`config.mk`:
```
export PLATFORM = sky130hd
export DESIGN_NAME = uart_tx_arbiter
export DESIGN_NICKNAME = d
export VERILOG_FILES = /design/src/rtl/uart_tx_arbiter_pkg.sv /design/src/rtl/uart_tx_arb_timer.sv /design/src/rtl/uart_tx_arbiter.sv
export SDC_FILE = /design/constraint.sdc
export NUM_CORES = 1
export LEC_CHECK = 0
export ABC_AREA = 1
export CORE_MARGIN = 2
export CORE_UTILIZATION = 43
export CTS_CLUSTER_DIAMETER = 30
export DETAILED_ROUTE_END_ITERATION = 7
export PLACE_DENSITY = 0.76
export SLEW_MARGIN = 15
export SYNTH_ARGS = -nofsm -noshare
export SYNTH_HDL_FRONTEND = slang
export SYNTH_HIERARCHICAL = 1
export SYNTH_SLANG_ARGS = --single-unit
export TNS_END_PERCENT = 20
```
`constraint.sdc`:
```
create_clock -name clk -period 2.6 [get_ports clk]
set_clock_uncertainty 0.2 [all_clocks]
set_input_delay 0.78 -clock clk [delete_from_list [all_inputs] [get_ports clk]]
set_output_delay 0.78 -clock clk [all_outputs]
set_load 0.01 [all_outputs]
```
`src/rtl/uart_tx_arbiter_pkg.sv`:
```
// uart_tx_arbiter_pkg: shared state encodings and timeout defaults for the transmitter arbiter
package uart_tx_arbiter_pkg;
    typedef enum logic [2:0] {
        ST_IDLE    = 3'b000,
        ST_GRANT   = 3'b001,
        ST_WAIT_HI = 3'b010,
        ST_WAIT_LO = 3'b011
    } state_t;
    localparam int IDLE_TIMEOUT_DEF = 255;
    localparam int BUSY_WAIT_DEF    = 4;
    localparam int CW_DEF           = 8;
endpackage

```
`src/rtl/uart_tx_arb_timer.sv`:
```
// uart_tx_arb_timer: saturating counter with clear/enable and terminal-count compare against a runtime limit
module uart_tx_arb_timer #(
    parameter int CW = 8
) (
    input  logic          clk,
    input  logic          rst,
    input  logic          i_clr,
    input  logic          i_en,
    input  logic [CW-1:0] i_limit,
    output logic          o_tc
);
    logic [CW-1:0] r_cnt;
    always_ff @(posedge clk or negedge rst) begin
        if (!rst)
            r_cnt <= '0;
        else if (i_clr)
            r_cnt <= '0;
        else if (i_en && r_cnt != '1)
            r_cnt <= r_cnt + 1'b1;
    end
    assign o_tc = r_cnt == i_limit;
endmodule

```
`src/rtl/uart_tx_arbiter.sv`:
```
// uart_tx_arbiter: round-robin, burst-locked sharing of one RS232 transmitter between two byte requesters
module uart_tx_arbiter
    import uart_tx_arbiter_pkg::*;
#(
    parameter int IDLE_TIMEOUT = IDLE_TIMEOUT_DEF,
    parameter int BUSY_WAIT    = BUSY_WAIT_DEF,
    parameter int CW           = CW_DEF
) (
    input  logic       clk,
    input  logic       rst,
    input  logic       req0,
    input  logic       valid0,
    input  logic [7:0] data0,
    input  logic       last0,
    input  logic       req1,
    input  logic       valid1,
    input  logic [7:0] data1,
    input  logic       last1,
    output logic       gnt0,
    output logic       gnt1,
    output logic       ack0,
    output logic       ack1,
    output logic       txena,
    output logic [7:0] txdw,
    input  logic       txbusy,
    input  logic       err_clr,
    output logic       err_timeout,
    output logic       err_nobusy,
    output logic [2:0] sleds
);
    state_t        r_state;
    logic          r_owner, r_rr_last, r_last_q;
    logic          r_gnt0, r_gnt1, r_ack0, r_ack1, r_txena;
    logic          r_err_timeout, r_err_nobusy;
    logic [7:0]    r_txdw;
    logic          w_req, w_valid, w_last, w_pick;
    logic          w_acc, w_fin, w_tmo, w_rel, w_clr, w_en, w_tc;
    logic [7:0]    w_data;
    logic [CW-1:0] w_limit;

    assign w_req   = r_owner ? req1 : req0;
    assign w_valid = r_owner ? valid1 : valid0;
    assign w_data  = r_owner ? data1 : data0;
    assign w_last  = r_owner ? last1 : last0;
    assign w_pick  = (req0 && req1) ? !r_rr_last : req1;
    // a byte is only accepted while the transmitter is idle, so txena never overlaps txbusy
    assign w_acc   = r_state == ST_GRANT && w_req && w_valid && !txbusy;
    assign w_fin   = !txbusy && (r_state == ST_WAIT_LO || (r_state == ST_WAIT_HI && w_tc));
    assign w_tmo   = r_state == ST_GRANT && w_req && !w_acc && w_tc;
    assign w_rel   = (r_state == ST_GRANT && !w_req) || w_tmo || (w_fin && (r_last_q || !w_req));
    assign w_clr   = r_state == ST_IDLE || r_state == ST_WAIT_LO || w_acc || w_fin ||
                     (r_state == ST_WAIT_HI && txbusy);
    assign w_en    = (r_state == ST_GRANT && w_req) || r_state == ST_WAIT_HI;
    assign w_limit = r_state == ST_GRANT ? CW'(IDLE_TIMEOUT - 1) : CW'(BUSY_WAIT - 1);

    uart_tx_arb_timer #(.CW(CW)) u_timer (
        .clk     (clk),
        .rst     (rst),
        .i_clr   (w_clr),
        .i_en    (w_en),
        .i_limit (w_limit),
        .o_tc    (w_tc)
    );

    always_ff @(posedge clk or negedge rst) begin
        if (!rst) begin
            r_state       <= ST_IDLE;
            r_owner       <= 1'b0;
            r_rr_last     <= 1'b1;
            r_last_q      <= 1'b0;
            r_gnt0        <= 1'b0;
            r_gnt1        <= 1'b0;
            r_ack0        <= 1'b0;
            r_ack1        <= 1'b0;
            r_txena       <= 1'b0;
            r_txdw        <= '0;
            r_err_timeout <= 1'b0;
            r_err_nobusy  <= 1'b0;
        end else begin
            r_ack0        <= w_acc && !r_owner;
            r_ack1        <= w_acc && r_owner;
            r_txena       <= w_acc;
            r_err_timeout <= w_tmo || (r_err_timeout && !err_clr);
            r_err_nobusy  <= (r_state == ST_WAIT_HI && w_fin) || (r_err_nobusy && !err_clr);
            case (r_state)
                ST_IDLE: if (req0 || req1) begin
                    r_owner <= w_pick;
                    r_gnt0  <= !w_pick;
                    r_gnt1  <= w_pick;
                    r_state <= ST_GRANT;
                end
                ST_GRANT: if (w_acc) begin
                    r_txdw   <= w_data;
                    r_last_q <= w_last;
                    r_state  <= ST_WAIT_HI;
                end
                ST_WAIT_HI: if (txbusy) r_state <= ST_WAIT_LO;
                ST_WAIT_LO: ;
                default: r_state <= ST_IDLE;
            endcase
            if (w_fin)
                r_state <= ST_GRANT;
            // release overrides the byte-done path: burst over, requester gone or stalled
            if (w_rel) begin
                r_state   <= ST_IDLE;
                r_gnt0    <= 1'b0;
                r_gnt1    <= 1'b0;
                r_rr_last <= r_owner;
            end
        end
    end

    assign gnt0        = r_gnt0;
    assign gnt1        = r_gnt1;
    assign ack0        = r_ack0;
    assign ack1        = r_ack1;
    assign txena       = r_txena;
    assign txdw        = r_txdw;
    assign err_timeout = r_err_timeout;
    assign err_nobusy  = r_err_nobusy;
    assign sleds       = r_state;
endmodule
```
==> metrics.md <==
| Metric | Value |
|---|---|
| Synth top area cells | `dfrtp_1 (41%), nand2_1 (15%), nand3_1 (6.3%)` |
| Non-Filler Instances | `323` |
| # IOs | `44` |
| Most frequent cells after synthesis | `nand2_1 (67), dfrtp_1 (27), inv_1 (23), nand3_1 (21), nor2_1 (15)` |
| Routed via count | `1557` |
| Net switching power | `880.0 uW` |
| Post-Syn Area | `1660 um2` |
| Mapped Nets | `250` |
| Setup-failing EPs final | `0` |
| # DRC | `0` |
| Clk slew on worst S/H paths | `0.10 ns` |
| Inst Count DP | `317` |
| CP Launch Type | `flop` |
| Combinational share of power | `55.2%` |
| P&R area growth vs syn | `38.81%` |
| Drt pass-1 iters | `5` |
| Register area share after synthesis | `42.28%` |
| Root Driver | `clkbuf_8` |
| Clk sinks | `28` |
| Clk buf depth | `2` |
| EDFF count, synth | `0` |
| FP Rows | `22` |
| Layout net count | `307` |
| Largest net degree at the start of global routing | `29` |
| Drt via density | `4.820` |
| Fmax achieved | `418.1 MHz` |
| CP Capture Type | `flop` |
| Fill count | `323` |
| Status | `complete, no violations` |
| Synth Register Bits | `28` |
| Gr usage total | `18.92%` |
| Leakage | `0.001063 uW` |
| Internal power | `1376 uW` |
| Core Footprint | `3689 um2` |
| PortBufs | `42` |
| Die area | `4375 um2` |
| Largest area contributor in the netlist | `dfrtp_1` |
| Hold WC Path Type | `flop to flop` |
| Worst EP required | `2.57 ns` |
| Die Y | `66.14 um` |
| Total Power | `2255 uW` |
| Htree depth | `1` |
| Antenna violations before repair | `0` |
| Count leader, synth | `nand2_1` |
| Synthesis Warnings | `6` |
| Die W | `66.14 um` |
| Ys async rst share | `100.0%` |
| Worst hold margin | `0.3043 ns` |
| Netlist cell types | `28` |
| Register area | `701.9 um2` |
| Max Cap Viol | `0` |
| Multi-input gate area | `839.6 um2` |
| Fin crit share | `91.98%` |
| WS Path Type | `flop to flop` |
| Ant diodes | `0` |
| Final core utilization | `62.48%` |
| Top_reg_cell synth | `dfrtp_1` |
| DR WL/cell | `11.22 um` |
| Power density cells | `978.6 nW/um2` |
| Final hold vios | `0` |
| VDD IR max | `0.0004302 V` |
| Part of the power in the clock network | `15.2%` |
| Crit path DAT | `2.36 ns` |
| First-pass GRT wire length | `6.479 mm` |
| Sw frac | `39.01%` |
| Post-Syn Instances | `219` |
| Final worst path period need | `2.392 ns` |
| Gr ovfl total | `0` |
| Seq pwr share | `29.6%` |
| Max-slew violations | `0` |
| Initial Util | `45.01%` |
| CP Max Fanout | `8` |
| Clk Latency, worst-skew pair | `0.27 ns` |
| Antenna Nets Post-Route | `0` |
| Routed WL | `3.623 mm` |
| Vias in the first global route | `1501` |
| Layout cells sized above 1 | `13.82%` |
| HPWL Detailed | `2.806 mm` |
| Drt initial violations | `104` |
| Yosys top cell area share | `40.69%` |
| Num CTS Buffers | `3` |
| CTS tree | `done` |
| Average cell area after synthesis | `7.581 um2` |
| GPL Wtd Cong | `0.8929` |
[flip-flops by register name (all words and copies together), names as in the netlist]
register       count
ack0               1
gnt1               1
sleds              2
r_last_q           1
gnt0               1
r_rr_last          1
r_owner            1
err_timeout        1
ack1               1
u_timer/r_cnt      8
txdw               8
err_nobusy         1
txena              1
[worst max-delay path, stage by stage (launching register included)]
cell       delay (ns)
dfrtp_1          0.39
inv_1            0.11
ha_4             0.22
inv_2            0.06
xnor2_1          0.15
nand4_1          0.15
nor2_2           0.14
a21oi_1          0.07
nor2_1           0.12
inv_1            0.11
o2111ai_1        0.15
inv_2            0.11
nand2_4          0.12
clkinv_4         0.08
nand2_1          0.06
nand2_1          0.05
[metrics by stage]
step,TNS (ns),area (um2),setup WS [ns]
floorplan,0,1663,0.002652
global placement,-0.04810,2206,-0.04244
detailed placement,-0.2510,2206,-0.06486
CTS,0,2277,0.04197
global route,-0.001215,2305,-0.001215
finish,0,2305,0.2084
[worst paths after layout]
path,startpoint,end,slack [ns],cells after the start
min reg2reg,r_rr_last$_DFFE_PN1P_,r_rr_last$_DFFE_PN1P_,0.30,2
max in group asynchronous,rst,r_rr_last$_DFFE_PN1P_,1.22,2
min in group asynchronous,rst,u_timer/r_cnt[5]$_DFFE_PN0P_,0.67,2
min,r_rr_last$_DFFE_PN1P_,r_rr_last$_DFFE_PN1P_,0.30,2
max reg2reg,sleds[1]$_DFFE_PN0P_,u_timer/r_cnt[1]$_DFFE_PN0P_,0.21,15
max,sleds[1]$_DFFE_PN0P_,u_timer/r_cnt[1]$_DFFE_PN0P_,0.21,15
[area by class of cell]
class	count	area share, %
clock inverter	1	1.303
inverter	31	5.266
timing repair buffer	54	22.15
sequential	28	30.46
multi-input combinational	158	36.43
tap	48	2.606
clock buffer	3	1.792
[cells by family (layout without fill, tap and decap cells)]
kind of cell	after synthesis	count (layout)	share of synthesized area, %
buffers and inverters	33	89	8.063
xor gates and xnor gates	8	8	4.220
adders and majority gates	5	5	3.768
and+or+nand+nor	122	122	34.29
AOI/OAI and AO/OA	21	21	6.933
other	2	2	0.4523
DFF	28	28	42.28
[repair_timing]
action / in CTS / in global routing
setup endpoints to repair: 0 / 7
setup buffers: 0 / 2
gates resized for setup: 0 / 3
hold buffers: 0 / 0
[power by group through the flow]
stage / sequential [uW] / clock (uW) / combinational, uW
after floorplan: 716 / 0 / 682
after global placement: 670 / 0 / 1190
after detailed placement: 671 / 0 / 1210
after CTS: 664 / 352 / 1220
after global routing: 686 / 374 / 1400
final: 667 / 342 / 1250
[per-layer routing]
layer	share of wire [%]	GRT usage [%]	vias to the layer above
li1	-	-	796
met1	46	24.37	720
met2	49	33.00	37
met3	3.7	1.874	4
met4	1.4	6.378	0
met5	0	0	-
[layout by cell type, fill, tap and decap left out, types with 6 or more instances in the layout]
cell              n
a21oi_1          10
buf_4            12
clkdlybuf4s50_1  42
dfrtp_1          27
inv_1            22
inv_2             6
nand2_1          67
nand3_1          21
nor2_1           14
o21ai_0           6
xnor2_1           8
(Power assumes the default switching activity.)
